==> config.mk <==
export PLATFORM = sky130hd
export DESIGN_NAME = segre_store_buffer
export DESIGN_NICKNAME = d
export VERILOG_FILES = /design/src/rtl/segre_store_buffer.sv
export SDC_FILE = /design/constraint.sdc
export NUM_CORES = 1
export LEC_CHECK = 0
export CORE_UTILIZATION = 46
export DETAILED_ROUTE_END_ITERATION = 8
export DONT_BUFFER_PORTS = 1
export SLEW_MARGIN = 40
export SYNTH_ARGS = -nofsm -noshare
export SYNTH_HDL_FRONTEND = slang
export SYNTH_SLANG_ARGS = --single-unit
==> constraint.sdc <==
create_clock -name clk_i -period 10.7 [get_ports clk_i]
set_clock_uncertainty 0.05 [all_clocks]
set_input_delay 2.14 -clock clk_i [delete_from_list [all_inputs] [get_ports clk_i]]
set_output_delay 2.14 -clock clk_i [all_outputs]
set_load 0.005 [all_outputs]
==> src/rtl/segre_store_buffer.sv <==
// segre_store_buffer: in-order store buffer with store-to-load forwarding and cache drain FSM
module segre_store_buffer #(
  parameter int SB_DEPTH        = 4,
  parameter int ADDR_W          = 32,
  parameter int DRAIN_THRESHOLD = SB_DEPTH
) (
  input  logic                        clk_i,
  input  logic                        rsn_i,
  input  logic                        st_valid_i,
  input  logic [ADDR_W-1:0]           st_addr_i,
  input  logic [31:0]                 st_data_i,
  input  logic [1:0]                  st_type_i,
  output logic                        st_ready_o,
  input  logic                        ld_valid_i,
  input  logic [ADDR_W-1:0]           ld_addr_i,
  input  logic [1:0]                  ld_type_i,
  output logic                        ld_hit_o,
  output logic [31:0]                 ld_data_o,
  output logic                        ld_conflict_o,
  input  logic                        drain_req_i,
  input  logic                        cache_ready_i,
  output logic                        cache_wr_o,
  output logic [ADDR_W-1:0]           cache_addr_o,
  output logic [31:0]                 cache_data_o,
  output logic [1:0]                  cache_type_o,
  output logic                        draining_o,
  output logic [$clog2(SB_DEPTH):0]   count_o,
  output logic                        full_o,
  output logic                        empty_o
);
  localparam int PW = $clog2(SB_DEPTH);
  localparam int CW = PW + 1;
  typedef enum logic {IDLE, DRAIN} state_e;
  function automatic logic [1:0] off_of(input logic [1:0] a, input logic [1:0] t);
    return t == 2'd0 ? a : t == 2'd1 ? {a[1], 1'b0} : 2'd0;
  endfunction
  function automatic logic [3:0] mask_of(input logic [1:0] a, input logic [1:0] t);
    return t == 2'd0 ? 4'b0001 << a : t == 2'd1 ? 4'b0011 << off_of(a, t) : 4'b1111;
  endfunction
  function automatic logic [31:0] lanes(input logic [3:0] m);
    return {{8{m[3]}}, {8{m[2]}}, {8{m[1]}}, {8{m[0]}}};
  endfunction
  logic [ADDR_W-1:0] addr_q [SB_DEPTH];
  logic [31:0]       lane_q [SB_DEPTH];
  logic [1:0]        type_q [SB_DEPTH];
  logic [3:0]        mask_q [SB_DEPTH];
  logic [SB_DEPTH-1:0] valid_q;
  logic [PW-1:0] head, tail, sel, idx;
  logic [CW-1:0] count, count_n;
  state_e state;
  logic push, pop, found, covered, go;
  logic [3:0] st_mask, ld_mask;
  logic [1:0] st_off, ld_off;
  assign st_off  = off_of(st_addr_i[1:0], st_type_i);
  assign st_mask = mask_of(st_addr_i[1:0], st_type_i);
  assign ld_off  = off_of(ld_addr_i[1:0], ld_type_i);
  assign ld_mask = mask_of(ld_addr_i[1:0], ld_type_i);
  assign full_o     = count == CW'(SB_DEPTH);
  assign empty_o    = count == '0;
  assign count_o    = count;
  assign st_ready_o = !full_o;
  assign draining_o = state == DRAIN;
  assign cache_wr_o = draining_o && !empty_o;
  assign push       = st_valid_i && st_ready_o;
  assign pop        = cache_wr_o && cache_ready_i;
  assign count_n    = count + CW'(push) - CW'(pop);
  assign go         = count >= CW'(DRAIN_THRESHOLD) || drain_req_i || (ld_valid_i && ld_conflict_o);
  assign cache_addr_o = addr_q[head];
  assign cache_type_o = type_q[head];
  assign cache_data_o = lane_q[head] >> {off_of(addr_q[head][1:0], type_q[head]), 3'b000};
  // walk oldest to youngest so the last overlapping match is the youngest
  always_comb begin
    sel   = head;
    idx   = head;
    found = 1'b0;
    for (int i = 0; i < SB_DEPTH; i++) begin
      idx = head + PW'(i);
      if (valid_q[idx] && addr_q[idx][ADDR_W-1:2] == ld_addr_i[ADDR_W-1:2] && |(mask_q[idx] & ld_mask)) begin
        sel   = idx;
        found = 1'b1;
      end
    end
  end
  assign covered       = (mask_q[sel] & ld_mask) == ld_mask;
  assign ld_hit_o      = ld_valid_i && found && covered;
  assign ld_conflict_o = ld_valid_i && found && !covered;
  assign ld_data_o     = ld_hit_o ? (lane_q[sel] >> {ld_off, 3'b000}) & lanes(ld_mask >> ld_off) : '0;
  always_ff @(posedge clk_i) begin
    if (!rsn_i) begin
      head    <= '0;
      tail    <= '0;
      count   <= '0;
      valid_q <= '0;
      state   <= IDLE;
    end else begin
      if (push) begin
        addr_q[tail]  <= st_addr_i;
        lane_q[tail]  <= (st_data_i << {st_off, 3'b000}) & lanes(st_mask);
        type_q[tail]  <= st_type_i;
        mask_q[tail]  <= st_mask;
        valid_q[tail] <= 1'b1;
        tail          <= tail + 1'b1;
      end
      if (pop) begin
        valid_q[head] <= 1'b0;
        head          <= head + 1'b1;
      end
      count <= count_n;
      state <= state == IDLE ? (go ? DRAIN : IDLE) : (count_n == '0 ? IDLE : DRAIN);
    end
  end
endmodule
==> flow_metrics.py <==
metrics = {
    "detailed_routing": {
        "first_pass_iters": 7,
        "vias": 13239,
        "wl_um": 60100,
        "drt-initial-drc-count": 1365,
        "ant_nets": 0,
        "via_per_inst": 6.67,
        "routedWlPerCell_um": 30.3,
        "drc": 0,
    },
    "power_and_ir_drop": {
        "powerDensity_nw_per_um2": 176,
        "clkPwrFrac_pct": 29.4,
        "sw_frac_of_total_pct": 33.0,
        "finalPower_mw": 3.61,
        "p_leak_nw": 6.38,
        "power_frac_comb_pct": 31.8,
        "irDropWorstVdd_mv": 0.0872,
        "cell_internal_pwr_mw": 2.42,
        "p_switching_mw": 1.19,
        "seqPwrFrac_pct": 38.8,
    },
    "clocking": {
        "cts.path.max_buffers": 3,
        "postCtsSetupRepairBufs": 0,
        "clockRootBuffer": "clkbuf_16",
        "cts_resized": 0,
        "cts_tree": "done",
        "clock_latency_ns": 0.54,
        "hold_buffers": 0,
        "cts_made_buffers": 34,
        "cts.clk_slew.worst_paths_ns": 0.05,
        "htreeDepth": 2,
        "cts_sinks": 294,
    },
    "worst_setup_path": {
        "cp.arrival_ns": 7.33,
        "r2r_slack_ns": 4.26,
        "crit_slowest_cell": "ha_4",
        "start_kind": "flip-flop",
        "max_stage_delay_ns": 0.78,
        "crit_chain": "clkinv_1, ha_4, buf_4, mux4_2, xnor2_1, o21ai_0, nand3b_1, or4_1, a2111oi_2, or2_2, nor2_8, buf_12, mux2_2, o211ai_1, a221oi_4, buf_4, and4_1",
        "endpoint_kind": "primary output",
        "rr_startpoint": "head[0]",
        "setup.worst_path.class": "reg -> out",
        "crit_top_cell": "buf_4",
        "cp-startpoint": "head[0]",
        "reg2reg_depth": 16,
        "crit_fanout": 31,
        "crit_required_ns": 8.51,
        "reg2reg_to": "draining_o",
    },
    "floorplanning": {
        "die_w_um": 206,
        "core_um2": 40900,
        "fp.dieH_um": 206,
        "pin_count": 214,
        "start_util_pct": 46.7,
        "die-area_um2": 42300,
        "rows": 74,
    },
    "run_status": {
        "status": "finished, final reports clean",
    },
    "timing": {
        "max_freq_ghz": 0.105,
        "fin_crit_ns": 9.52,
        "worst_pin_slew_ns": 0.825,
        "finalSetupTns_ns": 0,
        "rsz0062_at_grt": "false",
        "finalSetupViolations": 0,
        "maxSlewViolCount": 0,
        "period_share_pct": 89.0,
        "maxSlewHeadroom_pct": 45.0,
        "hold_viol_final": 0,
    },
    "global_route": {
        "antenna_found_initial": 0,
        "grt_pass1_wl_um": 85700,
        "grt_overflow": 0,
        "grtUsageTotal_pct": 28.3,
        "grt_pass1_vias": 12601,
        "grt_max_degree": 137,
    },
    "yosys": {
        "synth.area.top_cells": "edfxtp_1 44%, mux4_2 14%, mux2i_1 9.1%",
        "synth_top_area_share_pct": 44.0,
        "ys_ff_latch": 294,
        "syn_area_per_cell_um2": 12.8,
        "netlist_area_um2": 19100,
        "syn_nets": 1609,
        "seq_area_frac_synth_pct": 45.5,
        "ys_types": 84,
        "synth_cells": 1491,
        "yosysTopAreaCell": "edfxtp_1",
        "synthFlopType": "edfxtp_1",
        "synth_enable_flop_cells": 280,
        "async_reset_ff_share_pct": 0,
        "synth_common_cells": "280 x edfxtp_1, 173 x mux2i_1, 116 x mux4_2",
        "yosysMostFrequentCell": "edfxtp_1",
        "yosys_warnings": 0,
    },
    "flow_run": {
        "drv_cap": 0,
    },
    "final_layout": {
        "antenna_cells": 0,
        "layout-drive-gt1-share_pct": 16.5,
        "area_delta_synth_final_pct": 7.23,
        "nets": 1545,
    },
    "placed_design": {
        "portBuffers": 0,
        "routabilityCongestion": 1.02,
        "dpl.hpwl_um": 44100,
    },
    "hold_path": {
        "hold_depth": 2,
        "hp-class": "reg -> reg",
        "min_from": "tail[0]",
        "min_to": "tail[0]",
    },
}
==> sequential cells by signal, summed over array words and instances (netlist names), named ones only <==
| name | count |
|---|---|
| addr_q | 128 |
| type_q | 8 |
| count_o | 3 |
| draining_o | 1 |
| tail | 2 |
| valid_q | 4 |
| mask_q | 16 |
| head | 2 |
| lane_q | 128 |
==> critical path: cells and delay by family (launching register included) <==
kind / cells / cell delay [ns]
and+or+nand+nor: 5 / 1.80
buffers and inverters: 4 / 1.36
AOI/OAI and AO/OA: 4 / 1.42
xor gates and xnor gates: 1 / 0.24
adders and majority gates: 1 / 0.78
DFF: 1 / 0.36
muxes: 2 / 0.79
==> kinds of logic (layout without fill, tap and decap cells) <==
group           after synthesis  count (layout)  share of synthesized area, %
simple gates                354             354                          10.1
xor+xnor                    116             116                          5.32
flops                       294             294                          45.5
buf+inv                     150             112                          3.96
compound gates              251             251                          9.33
fa+ha+maj                    12              12                         0.826
mux                         314             314                          25.0
==> power by group through the flow <==
stage               logic (mW)  registers, mW  clock network (mW)
floorplan                0.855           1.40                   0
global placement          1.10           1.43                   0
detailed placement        1.12           1.44                   0
CTS                       1.12           1.41                1.08
global route              1.22           1.41                1.13
finish                    1.15           1.40                1.06
==> per-layer routing <==
metal	global-route usage [%]	routed length [um]	vias to the layer above
li1	-	-	5753
met1	40.3	26000	6782
met2	41.7	26500	621
met3	8.20	6090	83
met4	8.17	1520	0
met5	0	0	-
==> cells in the final DEF, fill, tap and decap left out, types with 5 or more instances in the layout <==
| cell type | n |
|---|---|
| nand3_1 | 58 |
| o211a_1 | 10 |
| nor4_1 | 7 |
| o22ai_1 | 21 |
| nand2_1 | 42 |
| o21ai_0 | 46 |
| nor2_1 | 72 |
| or4_1 | 5 |
| a21oi_1 | 50 |
| ha_1 | 10 |
| o22a_1 | 17 |
| edfxtp_1 | 280 |
| a211oi_1 | 31 |
| nand2b_1 | 10 |
| dfxtp_1 | 10 |
| mux4_1 | 9 |
| clkinv_2 | 5 |
| mux2i_1 | 173 |
| a2111o_1 | 7 |
| xor2_1 | 7 |
| clkbuf_16 | 34 |
| nor3_1 | 14 |
| xnor2_1 | 109 |
| and3_1 | 35 |
| buf_4 | 13 |
| or2_2 | 6 |
| mux4_2 | 116 |
| clkbuf_1 | 16 |
| nand4_1 | 21 |
| nor2b_1 | 26 |
| and2_1 | 30 |
| o21a_1 | 8 |
| inv_1 | 23 |
| a221oi_1 | 5 |
| mux2_2 | 14 |
==> area by class of cell <==
type	count	area, um^2
Clock buffer	51	925
Clock inverter	11	78.8
Fill cell	3618	20400
Inverter	28	105
Multi-Input combinational cell	1047	9740
Sequential cell	294	8700
Tap cell	532	666
Timing Repair Buffer	22	258
==> stage by stage <==
step	utilization [%]	cell area [um^2]	cells	setup slack, ns	hold slack [ns]
after floorplan	-	19100	1491	2.67	0.462
after global placement	47.2	19300	1918	1.19	0.515
after detailed placement	47.4	19400	1921	1.57	0.522
after CTS	49.8	20400	1983	1.19	0.532
after global routing	50.0	20500	1985	0.899	0.553
final	50.0	20500	1985	1.18	0.532
==> worst max-delay path by stage <==
| stage | endpoint | slack (ns) | depth (start not counted) |
|---|---|---|---|
| after global routing | ld_data_o[23] | 0.90 | 17 |
| after floorplan | ld_data_o[29] | 2.67 | 14 |
| final | ld_data_o[23] | 1.18 | 17 |
| after global placement | ld_data_o[23] | 1.19 | 13 |
| after detailed placement | ld_data_o[23] | 1.57 | 14 |
| after CTS | ld_data_o[23] | 1.19 | 17 |
(Power assumes the default switching activity.)
